**config.mk**
```make
export PLATFORM = sky130hd
export DESIGN_NAME = multicycle_ctrl_flat
export DESIGN_NICKNAME = d
export VERILOG_FILES = /design/src/rtl/mips_pkg.sv /design/src/rtl/multicycle_ctrl_if.sv /design/src/rtl/ctrl_decode.sv /design/src/rtl/multicycle_ctrl.sv /design/src/flat_wrapper.sv
export SDC_FILE = /design/constraint.sdc
export NUM_CORES = 1
export LEC_CHECK = 0
export BUFFER_PORTS_ARGS = -buffer_cell sky130_fd_sc_hd__buf_2
export CAP_MARGIN = 20
export CORE_UTILIZATION = 48
export DETAILED_ROUTE_END_ITERATION = 8
export HOLD_SLACK_MARGIN = 0.1
export PLACE_DENSITY = 0.87
export SYNTH_ARGS = -nofsm -noshare
export SYNTH_HDL_FRONTEND = slang
export SYNTH_SLANG_ARGS = --single-unit
```
**constraint.sdc**
```tcl
create_clock -name CLK -period 2.4 [get_ports CLK]
set_input_delay 0.36 -clock CLK [delete_from_list [all_inputs] [get_ports CLK]]
set_output_delay 0.36 -clock CLK [all_outputs]
set_load 0.02 [all_outputs]
```
**src/rtl/mips_pkg.sv**
```systemverilog
// Shared MIPS decode constants, FSM state encodings and instruction classification
// used by the multi-cycle controller, PC register and ALU.
package mips_pkg;

  localparam logic [5:0] OP_RTYPE = 6'b000000;
  localparam logic [5:0] OP_ADDI  = 6'b001000;
  localparam logic [5:0] OP_ORI   = 6'b001101;
  localparam logic [5:0] OP_LW    = 6'b100011;
  localparam logic [5:0] OP_SW    = 6'b101011;
  localparam logic [5:0] OP_BEQ   = 6'b000100;
  localparam logic [5:0] OP_BNE   = 6'b000101;
  localparam logic [5:0] OP_J     = 6'b000010;
  localparam logic [5:0] OP_JAL   = 6'b000011;

  localparam logic [5:0] FN_ADD = 6'b100000;
  localparam logic [5:0] FN_SUB = 6'b100010;
  localparam logic [5:0] FN_AND = 6'b100100;
  localparam logic [5:0] FN_OR  = 6'b100101;
  localparam logic [5:0] FN_SLT = 6'b101010;
  localparam logic [5:0] FN_JR  = 6'b001000;

  localparam logic [1:0] PCSRC_PC4 = 2'b00;
  localparam logic [1:0] PCSRC_BR  = 2'b01;
  localparam logic [1:0] PCSRC_RS  = 2'b10;
  localparam logic [1:0] PCSRC_JMP = 2'b11;

  localparam logic [2:0] ALU_ADD = 3'b000;
  localparam logic [2:0] ALU_SUB = 3'b001;
  localparam logic [2:0] ALU_AND = 3'b010;
  localparam logic [2:0] ALU_OR  = 3'b011;
  localparam logic [2:0] ALU_SLT = 3'b100;

  typedef enum logic [2:0] {
    S_IF     = 3'b000,
    S_ID     = 3'b001,
    S_EXE_LS = 3'b010,
    S_MEM    = 3'b011,
    S_WB_LD  = 3'b100,
    S_EXE_BR = 3'b101,
    S_EXE_AL = 3'b110,
    S_WB_AL  = 3'b111
  } state_t;

  typedef enum logic [3:0] {
    C_RALU, C_ADDI, C_ORI, C_LW, C_SW, C_BEQ, C_BNE,
    C_J, C_JAL, C_JR, C_HALT, C_NOP
  } instr_cls_t;

  // Anything not recognised (bad opcode or bad R-type funct) becomes a nop.
  function automatic instr_cls_t classify(input logic [5:0] op, input logic [5:0] fn,
                                          input logic [5:0] halt_op);
    instr_cls_t c;
    c = C_NOP;
    if (op == halt_op) c = C_HALT;
    else begin
      case (op)
        OP_RTYPE: begin
          case (fn)
            FN_ADD, FN_SUB, FN_AND, FN_OR, FN_SLT: c = C_RALU;
            FN_JR:   c = C_JR;
            default: c = C_NOP;
          endcase
        end
        OP_ADDI: c = C_ADDI;
        OP_ORI:  c = C_ORI;
        OP_LW:   c = C_LW;
        OP_SW:   c = C_SW;
        OP_BEQ:  c = C_BEQ;
        OP_BNE:  c = C_BNE;
        OP_J:    c = C_J;
        OP_JAL:  c = C_JAL;
        default: c = C_NOP;
      endcase
    end
    return c;
  endfunction

  function automatic logic [2:0] funct_aluop(input logic [5:0] fn);
    logic [2:0] a;
    case (fn)
      FN_SUB:  a = ALU_SUB;
      FN_AND:  a = ALU_AND;
      FN_OR:   a = ALU_OR;
      FN_SLT:  a = ALU_SLT;
      default: a = ALU_ADD;
    endcase
    return a;
  endfunction

endpackage

```
**src/rtl/multicycle_ctrl_if.sv**
```systemverilog
// Bundle between the multi-cycle controller and the datapath: instruction fields in,
// datapath strobes and selects out.
interface multicycle_ctrl_if #(parameter int ALUOP_W = 3);
  logic [5:0]         opcode;
  logic [5:0]         funct;
  logic               zero;
  logic               PCWre;
  logic [1:0]         PCSrc;
  logic               IRWre;
  logic               RegWre;
  logic [1:0]         RegDst;
  logic               WrRegDSrc;
  logic               ALUSrcB;
  logic               ExtSel;
  logic [ALUOP_W-1:0] ALUOp;
  logic               mRD;
  logic               mWR;
  logic               DBDataSrc;
  logic [2:0]         state;

  modport master (
    input  opcode, funct, zero,
    output PCWre, PCSrc, IRWre, RegWre, RegDst, WrRegDSrc, ALUSrcB, ExtSel,
           ALUOp, mRD, mWR, DBDataSrc, state
  );

  modport slave (
    output opcode, funct, zero,
    input  PCWre, PCSrc, IRWre, RegWre, RegDst, WrRegDSrc, ALUSrcB, ExtSel,
           ALUOp, mRD, mWR, DBDataSrc, state
  );
endinterface

```
**src/rtl/ctrl_decode.sv**
```systemverilog
// Combinational strobe decoder: maps FSM state plus instruction fields and the ALU
// zero flag onto the datapath controls. Selects follow the instruction; writes follow state.
module ctrl_decode
  import mips_pkg::*;
#(
  parameter int         ALUOP_W = 3,
  parameter logic [5:0] HALT_OP = 6'b111111
) (
  input  state_t             state,
  input  logic               halted,
  input  logic [5:0]         opcode,
  input  logic [5:0]         funct,
  input  logic               zero,
  output logic               PCWre,
  output logic [1:0]         PCSrc,
  output logic               IRWre,
  output logic               RegWre,
  output logic [1:0]         RegDst,
  output logic               WrRegDSrc,
  output logic               ALUSrcB,
  output logic               ExtSel,
  output logic [ALUOP_W-1:0] ALUOp,
  output logic               mRD,
  output logic               mWR,
  output logic               DBDataSrc
);

  instr_cls_t cls;
  logic       br_taken;

  assign cls      = classify(opcode, funct, HALT_OP);
  assign br_taken = ((cls == C_BEQ) && zero) || ((cls == C_BNE) && !zero);

  always_comb begin
    PCWre     = 1'b0;
    PCSrc     = PCSRC_PC4;
    IRWre     = 1'b0;
    RegWre    = 1'b0;
    RegDst    = 2'b00;
    WrRegDSrc = 1'b0;
    ALUSrcB   = 1'b0;
    ExtSel    = 1'b0;
    ALUOp     = ALUOP_W'(ALU_ADD);
    mRD       = 1'b0;
    mWR       = 1'b0;
    DBDataSrc = 1'b0;

    // The IR still holds the previous instruction during fetch, so ignore it there.
    if (state == S_IF) begin
      IRWre = 1'b1;
    end else if (!halted && cls != C_HALT) begin
      ExtSel    = (cls != C_ORI);
      ALUSrcB   = (cls inside {C_ADDI, C_ORI, C_LW, C_SW});
      WrRegDSrc = (cls != C_JAL);
      DBDataSrc = (cls == C_LW);
      if (cls == C_RALU)     RegDst = 2'b01;
      else if (cls == C_JAL) RegDst = 2'b10;

      case (cls)
        C_RALU:       ALUOp = ALUOP_W'(funct_aluop(funct));
        C_ORI:        ALUOp = ALUOP_W'(ALU_OR);
        C_BEQ, C_BNE: ALUOp = ALUOP_W'(ALU_SUB);
        default:      ALUOp = ALUOP_W'(ALU_ADD);
      endcase

      case (state)
        S_ID: begin
          case (cls)
            C_J:   begin PCWre = 1'b1; PCSrc = PCSRC_JMP; end
            C_JAL: begin PCWre = 1'b1; PCSrc = PCSRC_JMP; RegWre = 1'b1; end
            C_JR:  begin PCWre = 1'b1; PCSrc = PCSRC_RS; end
            C_NOP: PCWre = 1'b1;
            default: ;
          endcase
        end
        S_EXE_BR: begin
          PCWre = 1'b1;
          if (br_taken) PCSrc = PCSRC_BR;
        end
        S_MEM: begin
          mRD   = (cls == C_LW);
          mWR   = (cls == C_SW);
          PCWre = (cls == C_SW);
        end
        S_WB_LD, S_WB_AL: begin
          RegWre = 1'b1;
          PCWre  = 1'b1;
        end
        default: ;
      endcase
    end
  end

endmodule

```
**src/rtl/multicycle_ctrl.sv**
```systemverilog
// Multi-cycle MIPS control FSM: steps each instruction through IF/ID/EXE/MEM/WB and
// parks in ID on the halt opcode until reset.
module multicycle_ctrl
  import mips_pkg::*;
#(
  parameter int         ALUOP_W = 3,
  parameter logic [5:0] HALT_OP = 6'b111111
) (
  input logic              CLK,
  input logic              Reset,
  multicycle_ctrl_if.master bus
);

  state_t     state_q, state_d;
  logic       halt_q, halt_d;
  instr_cls_t cls;

  assign cls = classify(bus.opcode, bus.funct, HALT_OP);

  always_ff @(posedge CLK) begin
    if (Reset) begin
      state_q <= S_IF;
      halt_q  <= 1'b0;
    end else begin
      state_q <= state_d;
      halt_q  <= halt_d;
    end
  end

  always_comb begin
    state_d = state_q;
    halt_d  = halt_q;
    case (state_q)
      S_IF: state_d = S_ID;
      S_ID: begin
        if (!halt_q) begin
          case (cls)
            C_RALU, C_ADDI, C_ORI: state_d = S_EXE_AL;
            C_BEQ, C_BNE:          state_d = S_EXE_BR;
            C_LW, C_SW:            state_d = S_EXE_LS;
            C_HALT:                halt_d  = 1'b1;
            default:               state_d = S_IF;
          endcase
        end
      end
      S_EXE_AL: state_d = S_WB_AL;
      S_EXE_LS: state_d = S_MEM;
      S_MEM:    state_d = (cls == C_LW) ? S_WB_LD : S_IF;
      default:  state_d = S_IF;
    endcase
  end

  assign bus.state = state_q;

  ctrl_decode #(.ALUOP_W(ALUOP_W), .HALT_OP(HALT_OP)) u_decode (
    .state     (state_q),
    .halted    (halt_q),
    .opcode    (bus.opcode),
    .funct     (bus.funct),
    .zero      (bus.zero),
    .PCWre     (bus.PCWre),
    .PCSrc     (bus.PCSrc),
    .IRWre     (bus.IRWre),
    .RegWre    (bus.RegWre),
    .RegDst    (bus.RegDst),
    .WrRegDSrc (bus.WrRegDSrc),
    .ALUSrcB   (bus.ALUSrcB),
    .ExtSel    (bus.ExtSel),
    .ALUOp     (bus.ALUOp),
    .mRD       (bus.mRD),
    .mWR       (bus.mWR),
    .DBDataSrc (bus.DBDataSrc)
  );

endmodule

```
**src/flat_wrapper.sv**
```systemverilog
// flat-port wrapper written by rule: the top's interface ports become plain ports
module multicycle_ctrl_flat import mips_pkg::*;
#(
  parameter int         ALUOP_W = 3,
  parameter logic [5:0] HALT_OP = 6'b111111
)
  (CLK, Reset, bus_opcode, bus_funct, bus_zero, bus_PCWre, bus_PCSrc, bus_IRWre, bus_RegWre, bus_RegDst, bus_WrRegDSrc, bus_ALUSrcB, bus_ExtSel, bus_ALUOp, bus_mRD, bus_mWR, bus_DBDataSrc, bus_state);
  multicycle_ctrl_if #(.ALUOP_W(ALUOP_W)) bus_i ();
  input logic CLK;
  input logic Reset;
  input wire logic [$bits(bus_i.opcode)-1:0] bus_opcode;
  input wire logic [$bits(bus_i.funct)-1:0] bus_funct;
  input wire logic [$bits(bus_i.zero)-1:0] bus_zero;
  output wire logic [$bits(bus_i.PCWre)-1:0] bus_PCWre;
  output wire logic [$bits(bus_i.PCSrc)-1:0] bus_PCSrc;
  output wire logic [$bits(bus_i.IRWre)-1:0] bus_IRWre;
  output wire logic [$bits(bus_i.RegWre)-1:0] bus_RegWre;
  output wire logic [$bits(bus_i.RegDst)-1:0] bus_RegDst;
  output wire logic [$bits(bus_i.WrRegDSrc)-1:0] bus_WrRegDSrc;
  output wire logic [$bits(bus_i.ALUSrcB)-1:0] bus_ALUSrcB;
  output wire logic [$bits(bus_i.ExtSel)-1:0] bus_ExtSel;
  output wire logic [$bits(bus_i.ALUOp)-1:0] bus_ALUOp;
  output wire logic [$bits(bus_i.mRD)-1:0] bus_mRD;
  output wire logic [$bits(bus_i.mWR)-1:0] bus_mWR;
  output wire logic [$bits(bus_i.DBDataSrc)-1:0] bus_DBDataSrc;
  output wire logic [$bits(bus_i.state)-1:0] bus_state;
  assign bus_i.opcode = bus_opcode;
  assign bus_i.funct = bus_funct;
  assign bus_i.zero = bus_zero;
  assign bus_PCWre = bus_i.PCWre;
  assign bus_PCSrc = bus_i.PCSrc;
  assign bus_IRWre = bus_i.IRWre;
  assign bus_RegWre = bus_i.RegWre;
  assign bus_RegDst = bus_i.RegDst;
  assign bus_WrRegDSrc = bus_i.WrRegDSrc;
  assign bus_ALUSrcB = bus_i.ALUSrcB;
  assign bus_ExtSel = bus_i.ExtSel;
  assign bus_ALUOp = bus_i.ALUOp;
  assign bus_mRD = bus_i.mRD;
  assign bus_mWR = bus_i.mWR;
  assign bus_DBDataSrc = bus_i.DBDataSrc;
  assign bus_state = bus_i.state;
  multicycle_ctrl #(.ALUOP_W(ALUOP_W), .HALT_OP(HALT_OP)) u_core (.CLK(CLK), .Reset(Reset), .bus(bus_i));
endmodule
```
==> results of run 1 <==
## sequential cells by signal (all words and copies together) (netlist names)
signal,count
u_core.bus.state,3
u_core.halt_q,1
## worst paths after layout
| check | slack, ps | endpoint | cells after the start | startpoint |
|---|---|---|---|---|
| setup / recovery | -120 | bus_ALUOp[2] | 9 | bus_opcode[1] |
| hold / removal | 360 | u_core.halt_q | 2 | Reset |
| setup reg to reg | 880 | u_core.bus.state[2] | 4 | u_core.bus.state[0] |
| hold reg to reg | 540 | u_core.halt_q | 2 | u_core.halt_q |
## cells in the final DEF, fill, tap and decap left out, types with 3 or more instances in the layout
cell	instances
nand3_1	5
dfxtp_1	4
nor3_1	6
nand2_1	7
nand2b_1	3
clkbuf_4	3
buf_4	16
nor2_1	23
buf_2	28
nor2b_1	4
a21oi_1	8
o21ai_1	4
inv_1	3
or3_1	3
## cell type report
type	instances	area (sq um)
tap	16	20.0
multi-input combinational	105	701
sequential	4	80.1
inverter	3	11.3
fill	121	459
timing repair buffer	46	283
clock buffer	3	22.5
## what timing repair did
action	in CTS	in global routing
pin swaps	4	3
resized for setup	4	3
setup endpoints to repair	3	4
buffers inserted	1	1
## routing by layer
layer,global-route usage (%),wire [microns],vias up
li1,-,-,528
met1,33.4,1080,518
met2,47.5,1310,70
met3,6.25,228,8
met4,5.45,48,0
met5,0,0,-
## stage by stage
step                utilization (%)  hold slack [ps]  setup TNS (ps)  total power (W)
finish                         70.9              362            -269         0.000312
global placement               67.2              509           -32.3         0.000217
CTS                            70.1              355           -62.1         0.000309
detailed placement             67.2              521            -140         0.000223
global route                   70.9              363            -470         0.000330
floorplan                         -              429               0         0.000170
## cell families (layout without fill, tap and decap cells)
family                 Yosys count  after routing  synth area share, %
multiplexers                     3              3                 4.15
AND/OR/NAND/NOR                 65             65                 43.3
AO/OA/AOI/OAI                   34             34                 32.5
flip-flops                       4              4                 9.50
XOR/XNOR                         3              3                 3.12
buffers and inverters           13             52                 7.42
## worst max-delay path: cells and delay by family
family | cells | cell delay [ps]
compound gates | 2 | 390
xor+xnor | 1 | 280
buf+inv | 3 | 440
simple gates | 3 | 690
## power groups by stage
stage / logic, W / registers (W) / clock network, W
final: 0.000158 / 0.0000726 / 0.0000815
after global placement: 0.000144 / 0.0000731 / 0
after floorplan: 0.0000958 / 0.0000742 / 0
after global routing: 0.000168 / 0.0000728 / 0.0000896
after CTS: 0.000153 / 0.0000724 / 0.0000833
after detailed placement: 0.000150 / 0.0000733 / 0
==> results.py, run 1 <==
metrics = {
    "flow_run": {
        "cap_violations": 0,
    },
    "routing": {
        "ant_nets": 0,
        "avgViaCountPerCell": 6.35,
        "via_count": 1124,
        "drt_first_pass_iters": 6,
        "wl_per_cell_microns": 15.1,
        "drt_wl_total_mm": 2.67,
        "drt_iter0_markers": 51,
        "drc": 3,
    },
    "power": {
        "power_frac_seq_pct": 23.3,
        "p_leak_nw": 0.526,
        "switching_share_pct": 38.8,
        "clockPowerShare_pct": 26.2,
        "combPwrFrac_pct": 50.5,
        "power_density_nw_per_um2": 279,
        "peakVddDrop_mv": 0.237,
        "p_int_w": 0.000191,
        "power_switching_w": 0.000121,
    },
    "placed_design": {
        "gp_congestion": 0.926,
        "place_area_sq_um": 1060,
        "pre_cts_slack_ps": -110,
        "dp_hpwl_mm": 1.98,
        "port_buffers": 33,
        "placedCellCount": 172,
    },
    "final_layout": {
        "area_delta_synth_final_pct": 32.5,
        "finalNetCount": 178,
        "insertedDiodeCount": 0,
        "design_area_sq_um": 1120,
        "drive_gt1_share_pct": 37.3,
        "final_cells": 177,
    },
    "clocking": {
        "cts_root_buffer": "clkbuf_4",
        "cts_tree": "done",
        "hold_buffers": 0,
        "cts.path.max_buffers": 2,
        "cts_made_buffers": 3,
        "cts_sinks": 4,
        "clk_latency_ps": 230,
        "htreeDepth": 1,
        "clk_pin_slew_ps": 40,
    },
    "yosys": {
        "synth_edf_count": 0,
        "netlist_top_cells_area": "nor2_1 10%, dfxtp_1 9.5%, a21oi_1 4.7%",
        "synth_common_cells": "23 x nor2_1, 8 x a21oi_1, 7 x nand2_1",
        "synth_warnings": 0,
        "ys.flop_type": "dfxtp_1",
        "yosysTopAreaCell": "nor2_1",
        "synth_area_sq_um": 843,
        "synth.top_cell.area_share_pct": 10.2,
        "synth_most_common_cell": "nor2_1",
        "yosysSeqAreaShare_pct": 9.50,
        "avgSynthCellArea_sq_um": 6.91,
        "ys_types": 47,
        "syn_inst": 122,
        "ys_seq_elements": 4,
        "ys_async_sr_fraction_pct": 0,
        "synth_nets": 137,
    },
    "sta": {
        "relSlewSlack_pct": 63.9,
        "finalCriticalPeriod_ps": 2520,
        "final_hold_viol_count": 0,
        "rsz0062_at_grt": "yes",
        "setup_viol": 4,
        "worst_pin_slew_ps": 536,
        "worst_slack_ps": -116,
        "skew_ps": 1.63,
        "fmax_ghz": 0.397,
        "period_share_pct": 105,
        "drv_slew": 0,
    },
    "setup_path": {
        "critical_path.max_fanout": 9,
        "slowest_stage": "nor4b_4",
        "slowest_delay_ps": 350,
        "endpoint_kind": "primary output",
        "critPathArrivalTime_ps": 2160,
        "path_class": "input pin to primary output",
        "crit_path_start_kind": "input pin",
        "cp.required_ps": 2040,
        "path_cells": "buf_2 > buf_4 > xnor2_1 > a21oi_1 > o21a_1 > nor4b_4 > and2b_1 > and3_1 > buf_6",
    },
    "floorplan": {
        "dieArea_sq_um": 1930,
        "num_rows": 14,
        "die_y_microns": 43.9,
        "die_x_microns": 43.9,
        "start_util_pct": 53.5,
        "coreArea_sq_um": 1580,
        "io_pins": 34,
    },
    "global_route": {
        "grt_pass1_wl_mm": 4.04,
        "overflow": 0,
        "first_global_vias": 951,
        "gr-usage-all-layers_pct": 27.0,
        "antenna_found_initial": 0,
        "grt_max_degree": 13,
    },
    "hold_path": {
        "hold_class": "input pin to flop",
    },
    "status": {
        "violations": "DRC, setup timing",
        "status": "complete, but fails checks",
    },
}
(Power assumes the default switching activity.)
==> inputs of run 2 (changes only) <==
--- a/config.mk
+++ b/config.mk
@@ -7,10 +7,12 @@
 export LEC_CHECK = 0
 export BUFFER_PORTS_ARGS = -buffer_cell sky130_fd_sc_hd__buf_2
 export CAP_MARGIN = 20
+export CORE_ASPECT_RATIO = 1.2
 export CORE_UTILIZATION = 48
 export DETAILED_ROUTE_END_ITERATION = 8
 export HOLD_SLACK_MARGIN = 0.1
 export PLACE_DENSITY = 0.87
+export RECOVER_POWER = 50
 export SYNTH_ARGS = -nofsm -noshare
 export SYNTH_HDL_FRONTEND = slang
 export SYNTH_SLANG_ARGS = --single-unit
==> run 2 against run 1 <==
The run ends with setup timing left. Die area hardly changed. Combinational power is 6% lower. Fmax is 3.2% higher. Design area is 1.3% lower. Largest power group unchanged. Via count is 6.0% lower.
==> results.py, run 2 (synthesis results as in run 1) <==
metrics = {
    "floorplan": {
        "dieArea_sq_um": 1930,
        "coreArea_sq_um": 1640,
        "io_pins": 34,
        "die_x_microns": 40.3,
        "num_rows": 16,
        "die_y_microns": 47.9,
        "start_util_pct": 51.4,
    },
    "status": {
        "violations": "setup timing",
        "status": "complete, but fails checks",
    },
    "routing": {
        "wl_per_cell_microns": 13.4,
        "avgViaCountPerCell": 5.94,
        "drt_iter0_markers": 49,
        "drc": 0,
        "drt_wl_total_mm": 2.39,
        "ant_nets": 0,
        "drt_first_pass_iters": 4,
        "via_count": 1057,
    },
    "placed_design": {
        "gp_congestion": 0.867,
        "port_buffers": 33,
        "dp_hpwl_mm": 1.83,
        "pre_cts_slack_ps": -44.8,
        "placedCellCount": 174,
        "place_area_sq_um": 1060,
    },
    "power": {
        "p_leak_nw": 0.495,
        "combPwrFrac_pct": 49.2,
        "switching_share_pct": 38.6,
        "power_switching_w": 0.000117,
        "power_frac_seq_pct": 23.9,
        "peakVddDrop_mv": 0.299,
        "power_density_nw_per_um2": 275,
        "clockPowerShare_pct": 26.9,
        "p_int_w": 0.000186,
    },
    "final_layout": {
        "final_cell_mix": "24 x buf_2, 23 x nor2_1, 13 x buf_4",
        "insertedDiodeCount": 0,
        "area_delta_synth_final_pct": 30.7,
        "final_cells": 178,
        "largest_reg_flops": 3,
        "finalNetCount": 177,
        "final_common_cell": "buf_2",
        "design_area_sq_um": 1100,
        "nFillCells": 137,
        "drive_gt1_share_pct": 33.8,
    },
    "sta": {
        "period_share_pct": 102,
        "drv_slew": 0,
        "rsz0062_at_grt": "yes",
        "fmax_ghz": 0.410,
        "worst_pin_slew_ps": 505,
        "relSlewSlack_pct": 65.9,
        "skew_ps": 3.26,
        "setup_viol": 2,
        "worst_slack_ps": -37.3,
        "finalCriticalPeriod_ps": 2440,
        "final_hold_viol_count": 0,
        "tns_ps": -68.3,
    },
    "clocking": {
        "htreeDepth": 1,
        "cts.path.max_buffers": 2,
        "cts_root_buffer": "clkbuf_4",
        "cts_made_buffers": 3,
        "cts_tree": "done",
        "hold_buffers": 0,
        "clk_pin_slew_ps": 30,
        "cts_sinks": 4,
        "clk_latency_ps": 230,
    },
    "setup_path": {
        "cp.required_ps": 2040,
        "path_class": "input pin to primary output",
        "critical_path.max_fanout": 3,
        "slowest_stage": "o311a_4",
        "cpMostUsedCell": "buf_4",
        "slowest_delay_ps": 320,
        "worstReg2RegStart": "u_core.bus.state[0]",
        "critPathArrivalTime_ps": 2080,
        "endpoint_kind": "primary output",
        "cp-startpoint": "bus_funct[2]",
        "crit_path_start_kind": "input pin",
        "r2r_cells": 4,
        "path_cells": "buf_6 > mux2_4 > o311a_4 > a221oi_4 > nor4b_4 > buf_4 > a21oi_2 > nor2_1 > buf_4",
    },
    "global_route": {
        "first_global_vias": 800,
        "antenna_found_initial": 0,
        "grt_max_degree": 13,
        "gr-usage-all-layers_pct": 24.3,
        "overflow": 0,
        "grt_pass1_wl_mm": 3.33,
    },
    "flow_run": {
        "cap_violations": 0,
    },
    "hold_path": {
        "hold_start": "Reset",
        "holdPathStages": 2,
        "hold_class": "input pin to flop",
    },
}
-- run 2: changes by cell type in the layout (fill, tap and decap cells not counted) --
cell      before  now
clkbuf_1       0    6
buf_2         28   24
buf_4         16   13
a21oi_1        8    7
a21oi_2        0    1
and3_1         2    1
and3_4         0    1
nor4b_1        1    2
nor4b_2        1    0
o21ai_0        2    3
o21ai_1        4    3
-- run 2: repair_timing --
action,CTS,global route
endpoints found under the setup margin,1,4
resized for setup,1,6
endpoints found under the hold margin,0,0
pin swaps,0,2
setup buffers,0,1
-- run 2: worst paths after layout --
kind	endpoint	slack, ps
worst max-delay path	bus_ALUOp[1]	-40
worst min register to register	u_core.halt_q	520
worst max register to register	u_core.bus.state[2]	940
worst min-delay path	u_core.bus.state[1]	360
-- run 2: metrics by stage --
step	util [%]	hold slack, ps	total power (W)
final	67.1	359	0.000303
after global routing	67.1	363	0.000326
after CTS	66.2	353	0.000305
after detailed placement	64.7	514	0.000220
after global placement	64.7	508	0.000216
after floorplan	-	429	0.000170
-- run 2: final cells by class --
cell class	count	area, sq um	area share (%)
multi-input combinational	105	703	63.8
timing repair buffer	45	263	23.8
inverter	3	11.3	1.02
clock buffer	3	22.5	2.04
sequential	4	80.1	7.26
tap	18	22.5	2.04
-- run 2: worst max-delay path: cells and delay by family --
kind | cells | cell delay [ps]
mux | 1 | 310
compound gates | 3 | 610
simple gates | 2 | 390
buf+inv | 3 | 410
-- run 2: power by group through the flow --
stage | clock (W) | sequential, W | combinational [W]
after floorplan | 0 | 0.0000742 | 0.0000958
after global placement | 0 | 0.0000730 | 0.000143
after detailed placement | 0 | 0.0000732 | 0.000147
after CTS | 0.0000857 | 0.0000722 | 0.000148
after global routing | 0.0000913 | 0.0000728 | 0.000162
final | 0.0000815 | 0.0000723 | 0.000149
-- run 2: per-layer routing --
layer / track usage (%) / up-vias / wire length [microns]
met2: 43.5 / 51 / 1210
met4: 4.67 / 0 / 27
met1: 31.8 / 479 / 1020
met3: 1.40 / 2 / 133
met5: 0 / - / 0
li1: - / 525 / -
==> inputs of run 3 (changes only) <==
--- a/config.mk
+++ b/config.mk
@@ -5,14 +5,16 @@
 export SDC_FILE = /design/constraint.sdc
 export NUM_CORES = 1
 export LEC_CHECK = 0
+export ABC_AREA = 1
 export BUFFER_PORTS_ARGS = -buffer_cell sky130_fd_sc_hd__buf_2
 export CAP_MARGIN = 20
 export CORE_ASPECT_RATIO = 1.2
 export CORE_UTILIZATION = 48
 export DETAILED_ROUTE_END_ITERATION = 8
 export HOLD_SLACK_MARGIN = 0.1
-export PLACE_DENSITY = 0.87
+export PLACE_DENSITY = 0.88
 export RECOVER_POWER = 50
 export SYNTH_ARGS = -nofsm -noshare
 export SYNTH_HDL_FRONTEND = slang
 export SYNTH_SLANG_ARGS = --single-unit
+export TNS_END_PERCENT = 5
==> run 3 against run 2 <==
First-iteration DRC count fell by 57%. The run now ends clean. Sequential power fell by 0.7%. Synthesized area fell by 0.89%. Critical path type unchanged. Clock skew barely moved. Clock-buffer cell count did not move.
==> results.py, run 3 <==
metrics = {
    "power": {
        "combPwrFrac_pct": 45.8,
        "clockPowerShare_pct": 29.6,
        "switching_share_pct": 42.4,
        "power_density_nw_per_um2": 280,
        "peakVddDrop_mv": 0.265,
        "power_switching_w": 0.000124,
        "p_int_w": 0.000168,
        "p_leak_nw": 0.638,
        "power_frac_seq_pct": 24.6,
    },
    "floorplan": {
        "io_pins": 34,
        "die_x_microns": 40.1,
        "coreArea_sq_um": 1620,
        "dieArea_sq_um": 1910,
        "num_rows": 16,
        "die_y_microns": 47.7,
        "start_util_pct": 51.5,
    },
    "sta": {
        "finalCriticalPeriod_ps": 2230,
        "fmax_ghz": 0.449,
        "drv_slew": 0,
        "rsz0062_at_grt": "no",
        "setup_viol": 0,
        "worst_pin_slew_ps": 414,
        "final_hold_viol_count": 0,
        "period_share_pct": 92.8,
        "tns_ps": 0,
        "skew_ps": 3.25,
        "worst_slack_ps": 172,
        "relSlewSlack_pct": 72.2,
    },
    "global_route": {
        "use_met1_pct": 28.5,
        "grt_max_degree": 9,
        "overflow": 0,
        "gr-usage-all-layers_pct": 27.0,
        "grt_pass1_wl_mm": 3.64,
        "use_met2_pct": 53.2,
        "use_met3_pct": 4.65,
        "antenna_found_initial": 0,
        "first_global_vias": 948,
        "grt.busiest_layer": "met2",
    },
    "setup_path": {
        "crit_family": "simple AND/OR/NAND/NOR gates",
        "slowest_stage": "nor2_2",
        "path_cells": "buf_2 > nor2_2 > nand3_1 > nand2_1 > nor2_2 > nand3_4 > inv_2 > nor2_8 > nand2_1 > nor3_2 > nor2_1 > nor2_1 > buf_2",
        "endpoint_kind": "primary output",
        "path_class": "input pin to primary output",
        "critPathArrivalTime_ps": 1870,
        "crit_buf_inv": 3,
        "critical_path.max_fanout": 5,
        "cp.required_ps": 2040,
        "crit_path_start_kind": "input pin",
        "slowest_delay_ps": 220,
    },
    "yosys": {
        "ys_seq_elements": 4,
        "synth_area_sq_um": 836,
        "synth.area.mux_share_pct": 0,
        "synth_edf_count": 0,
        "netlist_top_cells_area": "inv_1 14%, nor2_1 14%, nand2_1 13%",
        "synth_top_family_by_area": "simple AND/OR/NAND/NOR gates",
        "synth_compound_area_share_pct": 11.7,
        "ys_async_sr_fraction_pct": 0,
        "ys_types": 29,
        "ys.flop_type": "dfxtp_1",
        "yosysSeqAreaShare_pct": 9.58,
        "synth_fa_ha_area_share_pct": 0,
        "syn_inst": 156,
        "synth.top_cell.area_share_pct": 14.4,
        "synth_warnings": 0,
        "avgSynthCellArea_sq_um": 5.36,
        "synth_xor_area_share_pct": 0,
        "synth_common_cells": "32 x inv_1, 32 x nor2_1, 30 x nand2_1",
        "yosysTopAreaCell": "inv_1",
        "synth_nets": 171,
        "synthSimpleGateAreaFrac_pct": 63.0,
    },
    "final_layout": {
        "final_cell_mix": "32 x inv_1, 32 x nor2_1, 30 x nand2_1",
        "post-route-util_pct": 64.5,
        "nFillCells": 158,
        "insertedDiodeCount": 0,
        "design_area_sq_um": 1050,
        "drive_gt1_share_pct": 26.4,
        "largest_reg_flops": 3,
        "finalNetCount": 210,
        "area_delta_synth_final_pct": 25.1,
    },
    "routing": {
        "drt_wl_total_mm": 2.39,
        "wl_per_cell_microns": 11.3,
        "drc": 0,
        "drt_iter0_markers": 21,
        "ant_nets": 0,
        "drt_first_pass_iters": 4,
        "via_count": 1139,
        "avgViaCountPerCell": 5.40,
    },
    "clocking": {
        "clk_pin_slew_ps": 40,
        "ctsResizeCount": 0,
        "cts_setup_buffers": 0,
        "cts_tree": "done",
        "cts.path.max_buffers": 2,
        "htreeDepth": 1,
        "cts_root_buffer": "clkbuf_4",
        "hold_buffers": 0,
        "cts_sinks": 4,
        "clk_latency_ps": 240,
        "cts_made_buffers": 3,
    },
    "placed_design": {
        "pre_cts_slack_ps": 207,
        "gp_congestion": 0.880,
        "place_area_sq_um": 1030,
        "dp_hpwl_mm": 1.99,
        "port_buffers": 33,
    },
    "status": {
        "status": "finished clean",
    },
    "hold_path": {
        "hold_class": "input pin to flop",
    },
    "flow_run": {
        "cap_violations": 0,
    },
}
## run 3: power by group through the flow
stage	clock network [W]	registers, W	logic (W)
final	0.0000866	0.0000718	0.000134
after global routing	0.0000927	0.0000722	0.000149
after CTS	0.0000885	0.0000718	0.000134
after detailed placement	0	0.0000727	0.000133
after global placement	0	0.0000725	0.000130
after floorplan	0	0.0000749	0.0000870
## run 3: metal layers
metal / share of wire, % / vias to the layer above / routed length (microns)
li1: - / 567 / -
met1: 37 / 508 / 893
met2: 54 / 54 / 1290
met3: 6.4 / 10 / 153
met4: 2.2 / 0 / 53
met5: 0 / - / 0
## run 3: cell families (layout without fill, tap and decap cells)
logic type | Yosys count | after routing
buffers and inverters | 35 | 72
AO/OA/AOI/OAI | 15 | 15
flip-flops | 4 | 4
AND/OR/NAND/NOR | 102 | 102
## run 3: worst paths after layout
path,startpoint,to,slack (ps),depth (start not counted)
hold / removal,Reset,u_core.bus.state[0],330,2
setup reg to reg,u_core.bus.state[0],u_core.bus.state[2],820,9
setup / recovery,bus_opcode[2],bus_ALUOp[1],170,13
hold reg to reg,u_core.halt_q,u_core.halt_q,520,2
## run 3: final cells by class
| class | count | area (sq um) | area share [%] |
|---|---|---|---|
| timing repair buffer | 34 | 165 | 15.8 |
| sequential | 4 | 80.1 | 7.66 |
| multi-input combinational | 117 | 624 | 59.7 |
| clock buffer | 3 | 22.5 | 2.15 |
| inverter | 35 | 131 | 12.6 |
| tap | 18 | 22.5 | 2.15 |
## run 3: metrics by stage
| stage | hold WS [ps] | power, W | std cells |
|---|---|---|---|
| after floorplan | 429 | 0.000162 | 156 |
| after global placement | 507 | 0.000202 | 208 |
| after CTS | 329 | 0.000295 | 211 |
| after detailed placement | 511 | 0.000206 | 208 |
| final | 327 | 0.000292 | 211 |
| after global routing | 348 | 0.000314 | 211 |
## run 3: worst register-to-register path, cell delays in order, from the launching register on
cell,delay [ps]
dfxtp_1,380
inv_1,100
nor2_1,160
inv_1,80
nor2_1,220
inv_1,160
nor2_1,230
nor3_1,70
nand2_1,70
inv_1,30
